### config.mk
export PLATFORM = sky130hd
export DESIGN_NAME = e_key_generator_param_flat
export DESIGN_NICKNAME = d
export VERILOG_FILES = /design/src/rtl/e_key_generator_param_if.sv /design/src/rtl/e_key_generator_param.sv /design/src/flat_wrapper.sv
export SDC_FILE = /design/constraint.sdc
export NUM_CORES = 1
export LEC_CHECK = 0
export ABC_AREA = 1
export BUFFER_PORTS_ARGS = -buffer_cell sky130_fd_sc_hd__buf_2
export CAP_MARGIN = 20
export CORE_ASPECT_RATIO = 1.25
export CORE_MARGIN = 2
export CORE_UTILIZATION = 55
export DETAILED_ROUTE_END_ITERATION = 12
export PLACE_DENSITY = 0.77
export SLEW_MARGIN = 20
export SYNTH_ARGS = -nofsm -noshare
export SYNTH_HDL_FRONTEND = slang
export SYNTH_SLANG_ARGS = --single-unit
### constraint.sdc
create_clock -name clk -period 2.9 [get_ports clk]
set_clock_uncertainty 0.15 [all_clocks]
set_input_delay 0.145 -clock clk [delete_from_list [all_inputs] [get_ports clk]]
set_output_delay 0.145 -clock clk [all_outputs]
set_load 0.01 [all_outputs]
### src/rtl/e_key_generator_param_if.sv
// Request/result bundle between the RSA exponent generator and its user/RNG.
// The master drives the request and RNG word; the slave returns the exponent and status.
interface e_key_generator_param_if #(
   parameter int unsigned WIDTH = 32
);
   logic             en;
   logic             mode;
   logic [WIDTH-1:0] phi;
   logic [WIDTH-1:0] rng_e;
   logic             rng_en;
   logic             valid;
   logic             fail;
   logic             busy;
   logic [WIDTH-1:0] e_key;

   modport master (
      output en, mode, phi, rng_e,
      input  rng_en, valid, fail, busy, e_key
   );

   modport slave (
      input  en, mode, phi, rng_e,
      output rng_en, valid, fail, busy, e_key
   );
endinterface

### src/rtl/e_key_generator_param.sv
// RSA public-exponent generator: picks an odd candidate (fixed or random) and
// accepts it once a one-step-per-cycle binary GCD against phi reaches 1.
module e_key_generator_param #(
   parameter int unsigned WIDTH     = 32,
   parameter int unsigned MAX_TRIES = 16,
   parameter int unsigned FIXED_E   = 65537
) (
   input  logic                     clk,
   input  logic                     rst,
   e_key_generator_param_if.slave   bus
);
   localparam int unsigned      TW      = $clog2(MAX_TRIES + 1);
   localparam logic [WIDTH-1:0] FIXED_W = WIDTH'(FIXED_E);
   localparam logic [TW-1:0]    MAX_T   = TW'(MAX_TRIES);
   localparam logic [WIDTH-1:0] ONE     = WIDTH'(1);
   localparam logic [WIDTH-1:0] THREE   = WIDTH'(3);
   localparam logic [WIDTH-1:0] FIVE    = WIDTH'(5);

   typedef enum logic [2:0] {
      S_IDLE, S_REQ, S_CAP, S_CHK, S_GCD, S_DONE, S_FAIL
   } state_t;

   state_t           r_state, w_state_nx, w_rej_st;
   logic [WIDTH-1:0] r_phi, r_cand, r_a, r_b;
   logic [TW-1:0]    r_tries;
   logic             r_fixed;

   logic             r_rng_en, r_valid, r_fail, r_busy;
   logic [WIDTH-1:0] r_e_key;
   logic             w_rng_en_nx, w_valid_nx, w_fail_nx, w_busy_nx;
   logic [WIDTH-1:0] w_e_key_nx;

   // State register
   always_ff @(posedge clk) begin
      if (rst) r_state <= S_IDLE;
      else     r_state <= w_state_nx;
   end

   // Next state; the fixed exponent never consumes a try
   always_comb begin
      w_rej_st   = (r_fixed || (r_tries < MAX_T)) ? S_REQ : S_FAIL;
      w_state_nx = r_state;
      if (!bus.en) begin
         w_state_nx = S_IDLE;
      end else begin
         case (r_state)
            S_IDLE: begin
               if (bus.phi < FIVE)                       w_state_nx = S_FAIL;
               else if (bus.mode && (FIXED_W < bus.phi)) w_state_nx = S_CHK;
               else                                      w_state_nx = S_REQ;
            end
            S_REQ:  w_state_nx = S_CAP;
            S_CAP:  w_state_nx = S_CHK;
            S_CHK: begin
               if ((r_cand < THREE) || (r_cand >= r_phi)) w_state_nx = w_rej_st;
               else                                       w_state_nx = S_GCD;
            end
            S_GCD: begin
               if (r_a == r_b) w_state_nx = (r_a == ONE) ? S_DONE : w_rej_st;
            end
            S_DONE:  w_state_nx = S_DONE;
            S_FAIL:  w_state_nx = S_FAIL;
            default: w_state_nx = S_IDLE;
         endcase
      end
   end

   // Outputs track the state being entered so they line up with it
   always_comb begin
      w_rng_en_nx = (w_state_nx == S_REQ);
      w_busy_nx   = (w_state_nx == S_REQ) || (w_state_nx == S_CAP) ||
                    (w_state_nx == S_CHK) || (w_state_nx == S_GCD);
      w_valid_nx  = (w_state_nx == S_DONE);
      w_fail_nx   = (w_state_nx == S_FAIL);
      w_e_key_nx  = (w_state_nx == S_DONE) ? r_cand : '0;
   end

   always_ff @(posedge clk) begin
      if (rst) begin
         r_rng_en <= 1'b0;
         r_valid  <= 1'b0;
         r_fail   <= 1'b0;
         r_busy   <= 1'b0;
         r_e_key  <= '0;
      end else begin
         r_rng_en <= w_rng_en_nx;
         r_valid  <= w_valid_nx;
         r_fail   <= w_fail_nx;
         r_busy   <= w_busy_nx;
         r_e_key  <= w_e_key_nx;
      end
   end

   // Candidate, try counter and GCD datapath; cand is always odd so no 2^k tracking
   always_ff @(posedge clk) begin
      if (rst) begin
         r_phi   <= '0;
         r_cand  <= '0;
         r_a     <= '0;
         r_b     <= '0;
         r_tries <= '0;
         r_fixed <= 1'b0;
      end else begin
         case (r_state)
            S_IDLE: begin
               if (bus.en) begin
                  r_phi   <= bus.phi;
                  r_tries <= '0;
                  r_cand  <= FIXED_W;
                  r_fixed <= 1'b1;
               end
            end
            S_CAP: begin
               r_cand  <= bus.rng_e | ONE;
               r_fixed <= 1'b0;
               r_tries <= r_tries + TW'(1);
            end
            S_CHK: begin
               r_a <= r_phi;
               r_b <= r_cand;
            end
            S_GCD: begin
               if (r_a != r_b) begin
                  if (!r_a[0])        r_a <= r_a >> 1;
                  else if (!r_b[0])   r_b <= r_b >> 1;
                  else if (r_a > r_b) r_a <= (r_a - r_b) >> 1;
                  else                r_b <= (r_b - r_a) >> 1;
               end
            end
            default: ;
         endcase
      end
   end

   assign bus.rng_en = r_rng_en;
   assign bus.valid  = r_valid;
   assign bus.fail   = r_fail;
   assign bus.busy   = r_busy;
   assign bus.e_key  = r_e_key;
endmodule
### src/flat_wrapper.sv
// flat-port wrapper written by rule: the top's interface ports become plain ports
module e_key_generator_param_flat 
#(
   parameter int unsigned WIDTH     = 32,
   parameter int unsigned MAX_TRIES = 16,
   parameter int unsigned FIXED_E   = 65537
)
  (clk, rst, bus_en, bus_mode, bus_phi, bus_rng_e, bus_rng_en, bus_valid, bus_fail, bus_busy, bus_e_key);
  e_key_generator_param_if #(.WIDTH(WIDTH)) bus_i ();
  input  logic clk;
  input  logic rst;
  input wire logic [$bits(bus_i.en)-1:0] bus_en;
  input wire logic [$bits(bus_i.mode)-1:0] bus_mode;
  input wire logic [$bits(bus_i.phi)-1:0] bus_phi;
  input wire logic [$bits(bus_i.rng_e)-1:0] bus_rng_e;
  output wire logic [$bits(bus_i.rng_en)-1:0] bus_rng_en;
  output wire logic [$bits(bus_i.valid)-1:0] bus_valid;
  output wire logic [$bits(bus_i.fail)-1:0] bus_fail;
  output wire logic [$bits(bus_i.busy)-1:0] bus_busy;
  output wire logic [$bits(bus_i.e_key)-1:0] bus_e_key;
  assign bus_i.en = bus_en;
  assign bus_i.mode = bus_mode;
  assign bus_i.phi = bus_phi;
  assign bus_i.rng_e = bus_rng_e;
  assign bus_rng_en = bus_i.rng_en;
  assign bus_valid = bus_i.valid;
  assign bus_fail = bus_i.fail;
  assign bus_busy = bus_i.busy;
  assign bus_e_key = bus_i.e_key;
  e_key_generator_param #(.WIDTH(WIDTH), .MAX_TRIES(MAX_TRIES), .FIXED_E(FIXED_E)) u_core (.clk(clk), .rst(rst), .bus(bus_i));
endmodule
# Word-level counts from Yosys, hierarchy flattened
# Cells that the tools add are included.
[op_classes] n_bitwise=1 n_reduce_logical=16 n_eq_ne=21 muxes=24 add_sub_neg=3 order_cmp=6
[op_table] operator="2-to-1 mux 32 bit" count=9
[op_table] operator="case mux 32 bit (2 select lines)" count=3
[op_table] operator="subtractor 32 bit" count=2
[op_table] operator="equality test 32 x 1 -> 1 bit, second input constant" count=1
[op_table] operator="equality test 32 bit" count=1
[op_table] operator=">= comparator 32 bit" count=1
[op_table] operator="> comparator 32 bit" count=1
[op_table] operator="< comparator 17 x 32 -> 1 bit, first input constant" count=1
[op_table] operator="< comparator 32 x 2 -> 1 bit, second input constant" count=1
[op_table] operator="< comparator 32 x 3 -> 1 bit, second input constant" count=1
[op_table] operator="!= test 32 bit" count=1
[op_table] operator="case mux 3 bit (7 select lines)" count=1
[op_table] operator="equality test 3 bit, second input constant" count=6
[op_table] operator="2-to-1 mux 3 bit" count=6
[op_table] operator="equality test 3 x 2 -> 1 bit, second input constant" count=4
[op_table] operator="case mux 5 bit (2 select lines)" count=1
[op_table] operator="!= test 3 bit, second input constant" count=3
[op_table] operator="AND reduction 4 bit" count=2
[op_table] operator="equality test 3 x 1 -> 1 bit, second input constant" count=2
[op_table] operator="AND reduction 2 bit" count=3
[op_table] operator="adder 5 x 1 -> 5 bit, second input constant" count=1
[op_table] operator="logical OR 1 bit" count=5
[op_table] operator="< comparator 5 bit, second input constant" count=1
[op_table] operator="2-to-1 mux 5 bit" count=1
[op_table] operator="other kinds (11)" count=13
[totals] inputBits=68 output_inout_bits=36 ff_bits=173 elab_cells=85

# Logic depth before layout (Yosys ltp)
# Gate-level depths: netlist (run 1).
[depth] word_depth=11 depth_mapped=20 mapped_depth_nobuf=20

# Least setup slack after synthesis (run 1)
# Ideal clock, no wire load.
[synth_timing] path_kind="reg2reg" from="reg u_core.r_a[0]" to="reg u_core.r_a[16]" setup_time_ns=0.117 arrival_time_ns=2.459 stages_incl_launch_ff=18 t_required_ns=2.633 synth_period_minus_slack_ns=2.726 n_path_buf=2 setup_slack_ns=0.174 cell_sequence="dfxtp_1 -> inv_1 -> ha_1 -> fa_1 -> o21ai_2 -> nand2_1 -> nand2_2 -> nand2_2 -> nand2_2 -> nand2_2 -> nand2_4 -> nand2_4 -> o21ai_4 -> nand2_2 -> buf_6 -> buf_6 -> nor3_1 -> nor2_1"
[synth_via] elab_chain_cells=6 elab_cells_between_ends=12 classes_between="add/sub (1); order compare (1); eq/ne (4); mux (5); reduce/logical (1)"
[synth_rtl] element="from (decl)" line="e_key_generator_param.sv:24" rtl="logic [WIDTH-1:0] r_phi, r_cand, r_a, r_b;"
[synth_rtl] element="from (signal assigned)" line="e_key_generator_param.sv:119" rtl="r_a <= r_phi;"
[synth_rtl] element="from (signal assigned)" line="e_key_generator_param.sv:124" rtl="if (!r_a[0]) r_a <= r_a >> 1;"
[synth_rtl] element="from (signal assigned)" line="e_key_generator_param.sv:126" rtl="else if (r_a > r_b) r_a <= (r_a - r_b) >> 1;"
[synth_rtl] element="subtractor 32 bit" line="e_key_generator_param.sv:126"
[synth_rtl] element="2-to-1 mux 32 bit" line="e_key_generator_param.sv:126"
[synth_rtl] element="2-to-1 mux 32 bit" line="e_key_generator_param.sv:125" rtl="else if (!r_b[0]) r_b <= r_b >> 1;"
[synth_rtl] element="2-to-1 mux 32 bit" line="e_key_generator_param.sv:124"
[synth_rtl] element="2-to-1 mux 32 bit" line="e_key_generator_param.sv:123" rtl="if (r_a != r_b) begin"
[synth_rtl] element="case mux 32 bit (2 select lines)" line="e_key_generator_param.sv:104" rtl="case (r_state)"
# Parallel ways exist; a longest one is shown, timed or not. The select of a mux whose other input is x is not followed.
# A chain may end at the register's enable or synchronous reset.

# Worst setup path after layout (run 1)
[layout_timing] from="reg u_core.r_b[4]" to="reg u_core.r_b[14]"
[layout_via] elab_chain_cells=6 elab_cells_between_ends=11 classes_between="add/sub (1); order compare (1); eq/ne (3); mux (5); reduce/logical (1)"
[layout_rtl] element="from (decl)" line="e_key_generator_param.sv:24"
[layout_rtl] element="from (signal assigned)" line="e_key_generator_param.sv:120" rtl="r_b <= r_cand;"
[layout_rtl] element="from (signal assigned)" line="e_key_generator_param.sv:125"
[layout_rtl] element="from (signal assigned)" line="e_key_generator_param.sv:127" rtl="else r_b <= (r_b - r_a) >> 1;"
[layout_rtl] element="subtractor 32 bit" line="e_key_generator_param.sv:127"
[layout_rtl] element="2-to-1 mux 32 bit" line="e_key_generator_param.sv:126"
[layout_rtl] element="2-to-1 mux 32 bit" line="e_key_generator_param.sv:125"
[layout_rtl] element="2-to-1 mux 32 bit" line="e_key_generator_param.sv:124"
[layout_rtl] element="2-to-1 mux 32 bit" line="e_key_generator_param.sv:123"
[layout_rtl] element="case mux 32 bit (2 select lines)" line="e_key_generator_param.sv:104"
# Parallel ways exist; a longest one is shown, timed or not. The select of a mux whose other input is x is not followed.

==> results by group, run 1 <==
Status
  – Outcome: completed

Placed design
  – Port buffer count: 102
  – Dpl cell area: 13800 µm²
  – GP Congestion: 0.991
  – Post-DP HPWL: 32.6 mm
  – Setup Slack @ Placement: 55.0 ps

Synthesis
  – Dominant synthesized flop cell: dfxtp_1
  – Most common cell in the netlist: nand2_1
  – Number of flops mapped to enable cells by yosys: 0
  – Yosys top cell area share: 27.8%
  – Ys Warns: 0
  – Avg Cell Area, Syn: 6.22 µm²
  – Post-synthesis sequential area ratio: 27.8%
  – Synth async-reset ratio: 0%
  – Area leader, netlist: dfxtp_1
  – Mapped Cells: 2006
  – Synthesis-stage register bit count: 173
  – Dominant cells by area after synthesis: dfxtp_1, nand2_1, ha_1, nor2_1, a21oi_1
  – Synth Net Count: 2172
  – Netlist cell types: 41
  – Post-synth top cells: nand2_1, nor2_1, inv_1, a21oi_1, dfxtp_1
  – Synthesized area: 12500 µm²

Final layout
  – Area grow syn2layout: 21.6%
  – Nets: 2374
  – Antenna Diode Count: 0
  – Final instance area: 15200 µm²
  – Area of the multi-input gates: 7850 µm²
  – Register area: 3470 µm²
  – Filler cells: 1977
  – Layout cells sized above 1: 14.1%

STA
  – Count of pins over their slew limit: 0
  – Final Cycle Share: 96.1%
  – Post-route minimum period: 2790 ps
  – Setup TNS: 0 ps
  – Worst-margin pin slew: 703 ps
  – RSZ-0062 raised after global routing: yes
  – Fin worst setup slack: 114 ps
  – Fmax: 0.359 GHz
  – Setup Viol. Count Final: 0
  – Hold Violations, Final: 0
  – Slew Limit Headroom: 53.1%

Floorplanning
  – Total Die Area: 23900 µm²
  – Die Y: 172 µm
  – Core box area: 22300 µm²
  – Die X-Extent: 139 µm
  – Top Ports: 104
  – Row count: 61
  – Initial core utilization: 56.0%

Power
  – Peak supply drop: 685 µV
  – Power Density: 518 nW/µm²
  – Power Total: 7860 µW
  – Leak: 0.00740 µW

Detailed routing
  – ANT nets after route: 0
  – Via-to-Cell Ratio: 5.61
  – Wirelength per Cell: 17.9 µm
  – Residual DRC: 0
  – Initial DRC count: 1308
  – Vias: 14000
  – Routed wire length: 44.8 mm
  – DR pass1 iterations: 6

Setup path
  – Top cell family by delay on the critical path: simple AND/OR/NAND/NOR gates
  – R2R Setup Slk: 110 ps
  – R2r endpoint: u_core.r_b[14]
  – Required @ worst endpoint: 3130 ps
  – Reg2reg path depth: 13
  – Most frequent CP cell: nand2_1
  – Crit-path max FO: 6
  – R2R Path Start: u_core.r_b[4]
  – Worst-path cell with the longest stage delay: o21ai_0
  – Crit Path Class: reg2reg
  – CP Buf/Inv Count: 2
  – CP Cell Sequence: inv_1 -> ha_2 -> nand2_1 -> inv_1 -> nand3_1 -> o21ai_0 -> nand2_1 -> nand2_1 -> xor2_1 -> nand2_1 -> nand2_1 -> a21oi_1 -> nor2_1
  – Startpoint types: flop
  – Arrival time at the worst endpoint: 3020 ps
  – Crit path largest cell delay: 550 ps
  – Crit. End Element: flop

Min path
  – Hold path depth: 4
  – Worst min-delay path category: in2reg
  – Hold Startpoint: rst
  – Hold Path Sink: u_core.r_a[29]

Clocking
  – Reg clk slew, reported paths: 70 ps
  – Worst-skew pair later-pin latency: 450 ps
  – CTS tree: done
  – Root buffer cell: clkbuf_16
  – # clock sinks: 173
  – Clock Tree Buf Depth: 2
  – Max H-tree Level: 4
  – Clock buffer count from CTS: 17

Global routing
  – Global Route Usage Sum: 37.0%
  – Vias in the first global route: 13500
  – Largest net degree at the start of global routing: 54
  – First-pass GRT wire length: 69.8 mm
  – GRT overflow: 0
  – Number of antenna violations at the first check in global routing: 1

Run
  – Max-Cap Viols: 0
-- worst register-to-register path: stages, from the launching register on --
cell and delay, ps:
dfxtp_1 340, inv_1 50, ha_2 380, nand2_1 110, inv_1 100, nand3_1 130
o21ai_0 550, nand2_1 110, nand2_1 190, xor2_1 320, nand2_1 100, nand2_1 70
a21oi_1 60, nor2_1 80
-- cell families (layout without fill, tap and decap cells) --
| kind of cell | after synthesis | in the layout | synth area share [%] |
|---|---|---|---|
| simple gates | 979 | 979 | 32.5 |
| flops | 173 | 173 | 27.8 |
| xor+xnor | 37 | 37 | 2.60 |
| fa+ha+maj | 98 | 98 | 9.95 |
| buf+inv | 332 | 546 | 10.6 |
| compound gates | 387 | 387 | 16.6 |
-- per-stage QoR --
| step | cells | hold slack [ps] | util, % |
|---|---|---|---|
| floorplan | 2006 | 130 | - |
| global placement | 2406 | 248 | 61.8 |
| detailed placement | 2406 | 253 | 61.8 |
| CTS | 2501 | 141 | 67.3 |
| global route | 2503 | 179 | 68.1 |
| finish | 2503 | 181 | 68.1 |
-- cell usage in the layout, fill, tap and decap left out, types with 7 or more instances in the layout --
cell / n
nand2_1: 523
nor2_1: 293
inv_1: 248
a21oi_1: 220
dfxtp_1: 166
buf_2: 102
o21ai_0: 91
buf_4: 88
ha_1: 85
dlygate4sd3_1: 64
nand3_1: 50
o22ai_1: 30
nand4_1: 29
xor2_1: 25
nand2_2: 19
clkbuf_16: 17
nand3b_1: 15
nor3_1: 14
nor2_2: 11
nor3_2: 11
xnor2_1: 11
o21ai_1: 9
o21bai_1: 8
a21oi_2: 7
ha_2: 7
buf_12: 7
dfxtp_2: 7
-- layout make-up --
cell class | count | area share [%]
Clock buffer | 21 | 2.97
Clock inverter | 10 | 0.924
Inverter | 254 | 6.29
Multi-Input combinational cell | 1501 | 51.7
Sequential cell | 173 | 22.9
Tap cell | 283 | 2.33
Timing Repair Buffer | 261 | 12.9
-- power breakdown --
group / switching, µW / internal (µW) / total, µW
Sequential: 67.0 / 2470 / 2530
Clock: 981 / 1370 / 2350
Combinational: 1940 / 1030 / 2970
-- worst max-delay path by stage --
stage          cells past startpoint  slack [ps]           from                   end
2_1_floorplan                     17         170  u_core.r_a[0]        u_core.r_a[16]
6_report                          13         110  u_core.r_b[4]        u_core.r_b[14]
4_1_cts                           16          30  u_core.r_b[6]  u_core.bus.e_key[24]
5_1_grt                           14         -20  u_core.r_b[8]        u_core.r_a[24]
3_3_place_gp                      16         100  u_core.r_a[0]        u_core.r_b[30]
3_5_place_dp                      16          50  u_core.r_b[6]  u_core.bus.e_key[24]
-- repair_timing --
| item | in CTS | in global routing |
|---|---|---|
| resized for setup | 0 | 45 |
| endpoints found under the setup margin | 0 | 99 |
| hold endpoints to repair | 69 | 0 |
| buffers inserted | 0 | 2 |
| hold buffers | 64 | 0 |
-- state kept, by name, indices dropped and copies added, names as in the netlist --
| register | count |
|---|---|
| u_core.r_fixed | 1 |
| u_core.r_a | 32 |
| u_core.bus.e_key | 32 |
| u_core.bus.fail | 1 |
| u_core.bus.busy | 1 |
| u_core.r_b | 32 |
| u_core.bus.valid | 1 |
| u_core.r_state | 3 |
| u_core.bus.rng_en | 1 |
| u_core.r_tries | 5 |
| u_core.r_cand | 32 |
| u_core.r_phi | 32 |
-- routing by layer --
metal | track usage (%) | part of all wire [%] | vias up
li1 | - | - | 6786
met3 | 6.34 | 8.6 | 135
met5 | 0 | 0.022 | -
met4 | 16.6 | 4.5 | 2
met2 | 61.5 | 45 | 715
met1 | 47.4 | 41 | 6407
Power figures use the tool's default switching activity.
==> run 2, diff against run 1 <==
--- a/config.mk
+++ b/config.mk
@@ -12,4 +12,5 @@
 export CORE_MARGIN = 2
 export CORE_UTILIZATION = 55
+export CTS_CLUSTER_DIAMETER = 30
 export DETAILED_ROUTE_END_ITERATION = 12
 export PLACE_DENSITY = 0.77
==> constraint.sdc (replaced) <==
create_clock -name clk -period 2.9 [get_ports clk]
set_clock_uncertainty 0.15 [all_clocks]
set_input_delay 0.725 -clock clk [delete_from_list [all_inputs] [get_ports clk]]
set_output_delay 0.725 -clock clk [all_outputs]
set_load 0.01 [all_outputs]
==> run 2 against run 1 <==
Compared with the run above:
- final area shrank 2.1%
- global-route usage is 2.0 points lower
- sequential power hardly changed
- worst hold slack better by 160 ps
- first-iteration DRC count shrank 8.8%
- maximum frequency is 1.8% lower
- via count down 2.4%
- non-clock buffer count shrank 41
- final cell count shrank 1.6%
- combinational power about the same
- highest routed layer is now met4
==> results by group, run 2 (synthesis results as in run 1) <==
Status
  – Outcome: completed

Setup path
  – WP depth: 15
  – Crit-path max FO: 8
  – Setup crit start: u_core.r_b[23]
  – CP Cell Sequence: inv_1 -> ha_1 -> nand2_2 -> nor2_4 -> nand2_1 -> buf_4 -> nor2_2 -> nand2_2 -> nand2_4 -> nand4_1 -> nand2_4 -> clkbuf_16 -> nor2_1 -> nand2_1 -> a21oi_1
  – Required @ worst endpoint: 3060 ps
  – CP Buf/Inv Count: 3
  – Worst-path cell with the longest stage delay: dfxtp_1
  – Crit. End Element: flop
  – Crit path largest cell delay: 360 ps
  – Reg2reg path depth: 15
  – R2R Setup Slk: 60 ps
  – Crit Path Class: reg2reg
  – R2r endpoint: u_core.r_b[25]
  – Top cell family by delay on the critical path: simple AND/OR/NAND/NOR gates
  – R2R Path Start: u_core.r_b[23]
  – Arrival time at the worst endpoint: 2990 ps
  – Startpoint types: flop
  – CP endpoint: u_core.r_b[25]

Final layout
  – Layout cells sized above 1: 15.4%
  – Antenna Diode Count: 0
  – Commonest non-fill, non-tap cell in the layout: nand2_1
  – Finished Layout Cells: 2463
  – Area grow syn2layout: 19.0%
  – Commonest non-fill, non-tap cells in the layout: nand2_1, nor2_1, inv_1
  – Nets: 2333

Power
  – Peak supply drop: 728 µV
  – Power Total: 8070 µW
  – Leak: 0.00732 µW
  – Power Density: 543 nW/µm²

Placed design
  – Port buffer count: 102
  – Post-DP HPWL: 33.5 mm
  – Setup Slack @ Placement: 90.7 ps
  – GP Congestion: 1.02
  – Inst Count DP: 2422

Clocking
  – Max H-tree Level: 4
  – Clock buffer count from CTS: 17
  – Hold Buf Count CTS: 0
  – Clock Tree Buf Depth: 2
  – # clock sinks: 173
  – Worst-skew pair later-pin latency: 440 ps
  – Root buffer cell: clkbuf_16
  – CTS tree: done
  – Reg clk slew, reported paths: 70 ps

Global routing
  – Number of antenna violations at the first check in global routing: 0
  – Global Route Usage Sum: 35.0%
  – Vias in the first global route: 12700
  – GRT overflow: 0
  – Largest net degree at the start of global routing: 58
  – First-pass GRT wire length: 65.8 mm

Run
  – Max-Cap Viols: 0

Detailed routing
  – Max layer used: met4
  – Via-to-Cell Ratio: 5.57
  – DR pass1 iterations: 5
  – Initial DRC count: 1193
  – Met1 WL: 18.6 mm
  – Routed met2 length: 19.5 mm
  – Residual DRC: 0
  – Vias: 13700
  – ANT nets after route: 0
  – Routed wire length: 43.4 mm
  – Wirelength per Cell: 17.6 µm
  – Met3 WL: 3.61 mm

Floorplanning
  – Total Die Area: 23900 µm²
  – Top Ports: 104
  – Die Y: 172 µm
  – Core box area: 22300 µm²
  – Initial core utilization: 56.0%
  – Die X-Extent: 139 µm
  – Row count: 61

STA
  – Min Hold Slack: 344 ps
  – Final Cycle Share: 97.8%
  – Hold Violations, Final: 0
  – Post-route minimum period: 2840 ps
  – Worst-margin pin slew: 589 ps
  – Setup Viol. Count Final: 0
  – Count of pins over their slew limit: 0
  – Setup TNS: 0 ps
  – Slew Limit Headroom: 60.7%
  – Fin worst setup slack: 63.5 ps
  – Fmax: 0.353 GHz

Min path
  – Worst min-delay path category: reg2reg
run 2: worst min-delay path by stage:
stage | cells after the start | start | endpoint
finish | 2 | u_core.r_fixed | u_core.r_fixed
global route | 2 | u_core.r_b[22] | u_core.r_b[22]
CTS | 2 | u_core.r_fixed | u_core.r_fixed
detailed placement | 2 | u_core.r_fixed | u_core.r_fixed
global placement | 2 | u_core.r_tries[4] | u_core.r_tries[4]
floorplan | 2 | u_core.r_cand[5] | u_core.bus.e_key[5]
run 2: timing repair:
action | CTS | global route
resized for setup | 0 | 52
setup endpoints to repair | 0 | 99
setup buffers | 0 | 4
run 2: through the flow:
stage               utilization (%)  area [µm²]
detailed placement             62.4       13900
CTS                            65.3       14600
global placement               62.4       13900
floorplan                         -       12500
finish                         66.6       14800
global route                   66.6       14800
run 2: layout make-up:
class / instances / area, µm²
sequential: 173 / 3470
inverter: 254 / 956
clock inverter: 13 / 213
clock buffer: 19 / 443
fill: 1995 / 7440
tap: 283 / 354
timing repair buffer: 220 / 1560
multi-input combinational: 1501 / 7850
run 2: power breakdown:
group,switching [µW],internal (µW)
Sequential,67.0,2470
Clock,1020,1560
Combinational,1920,1040
Total,3000,5060
run 2: worst register-to-register path: stages, from the launching register on:
cell       delay (ps)
dfxtp_1           360
inv_1             100
ha_1              350
nand2_2           110
nor2_4            160
nand2_1           100
buf_4             150
nor2_2            130
nand2_2            80
nand2_4           110
nand4_1           240
nand2_4           300
clkbuf_16         200
nor2_1             50
nand2_1            60
a21oi_1            50
run 2: per-layer routing:
layer	vias to the layer above	track usage, %
met3	91	4.82
met1	6274	46.8
li1	6707	-
met2	637	56.7
met4	0	15.5
met5	-	0
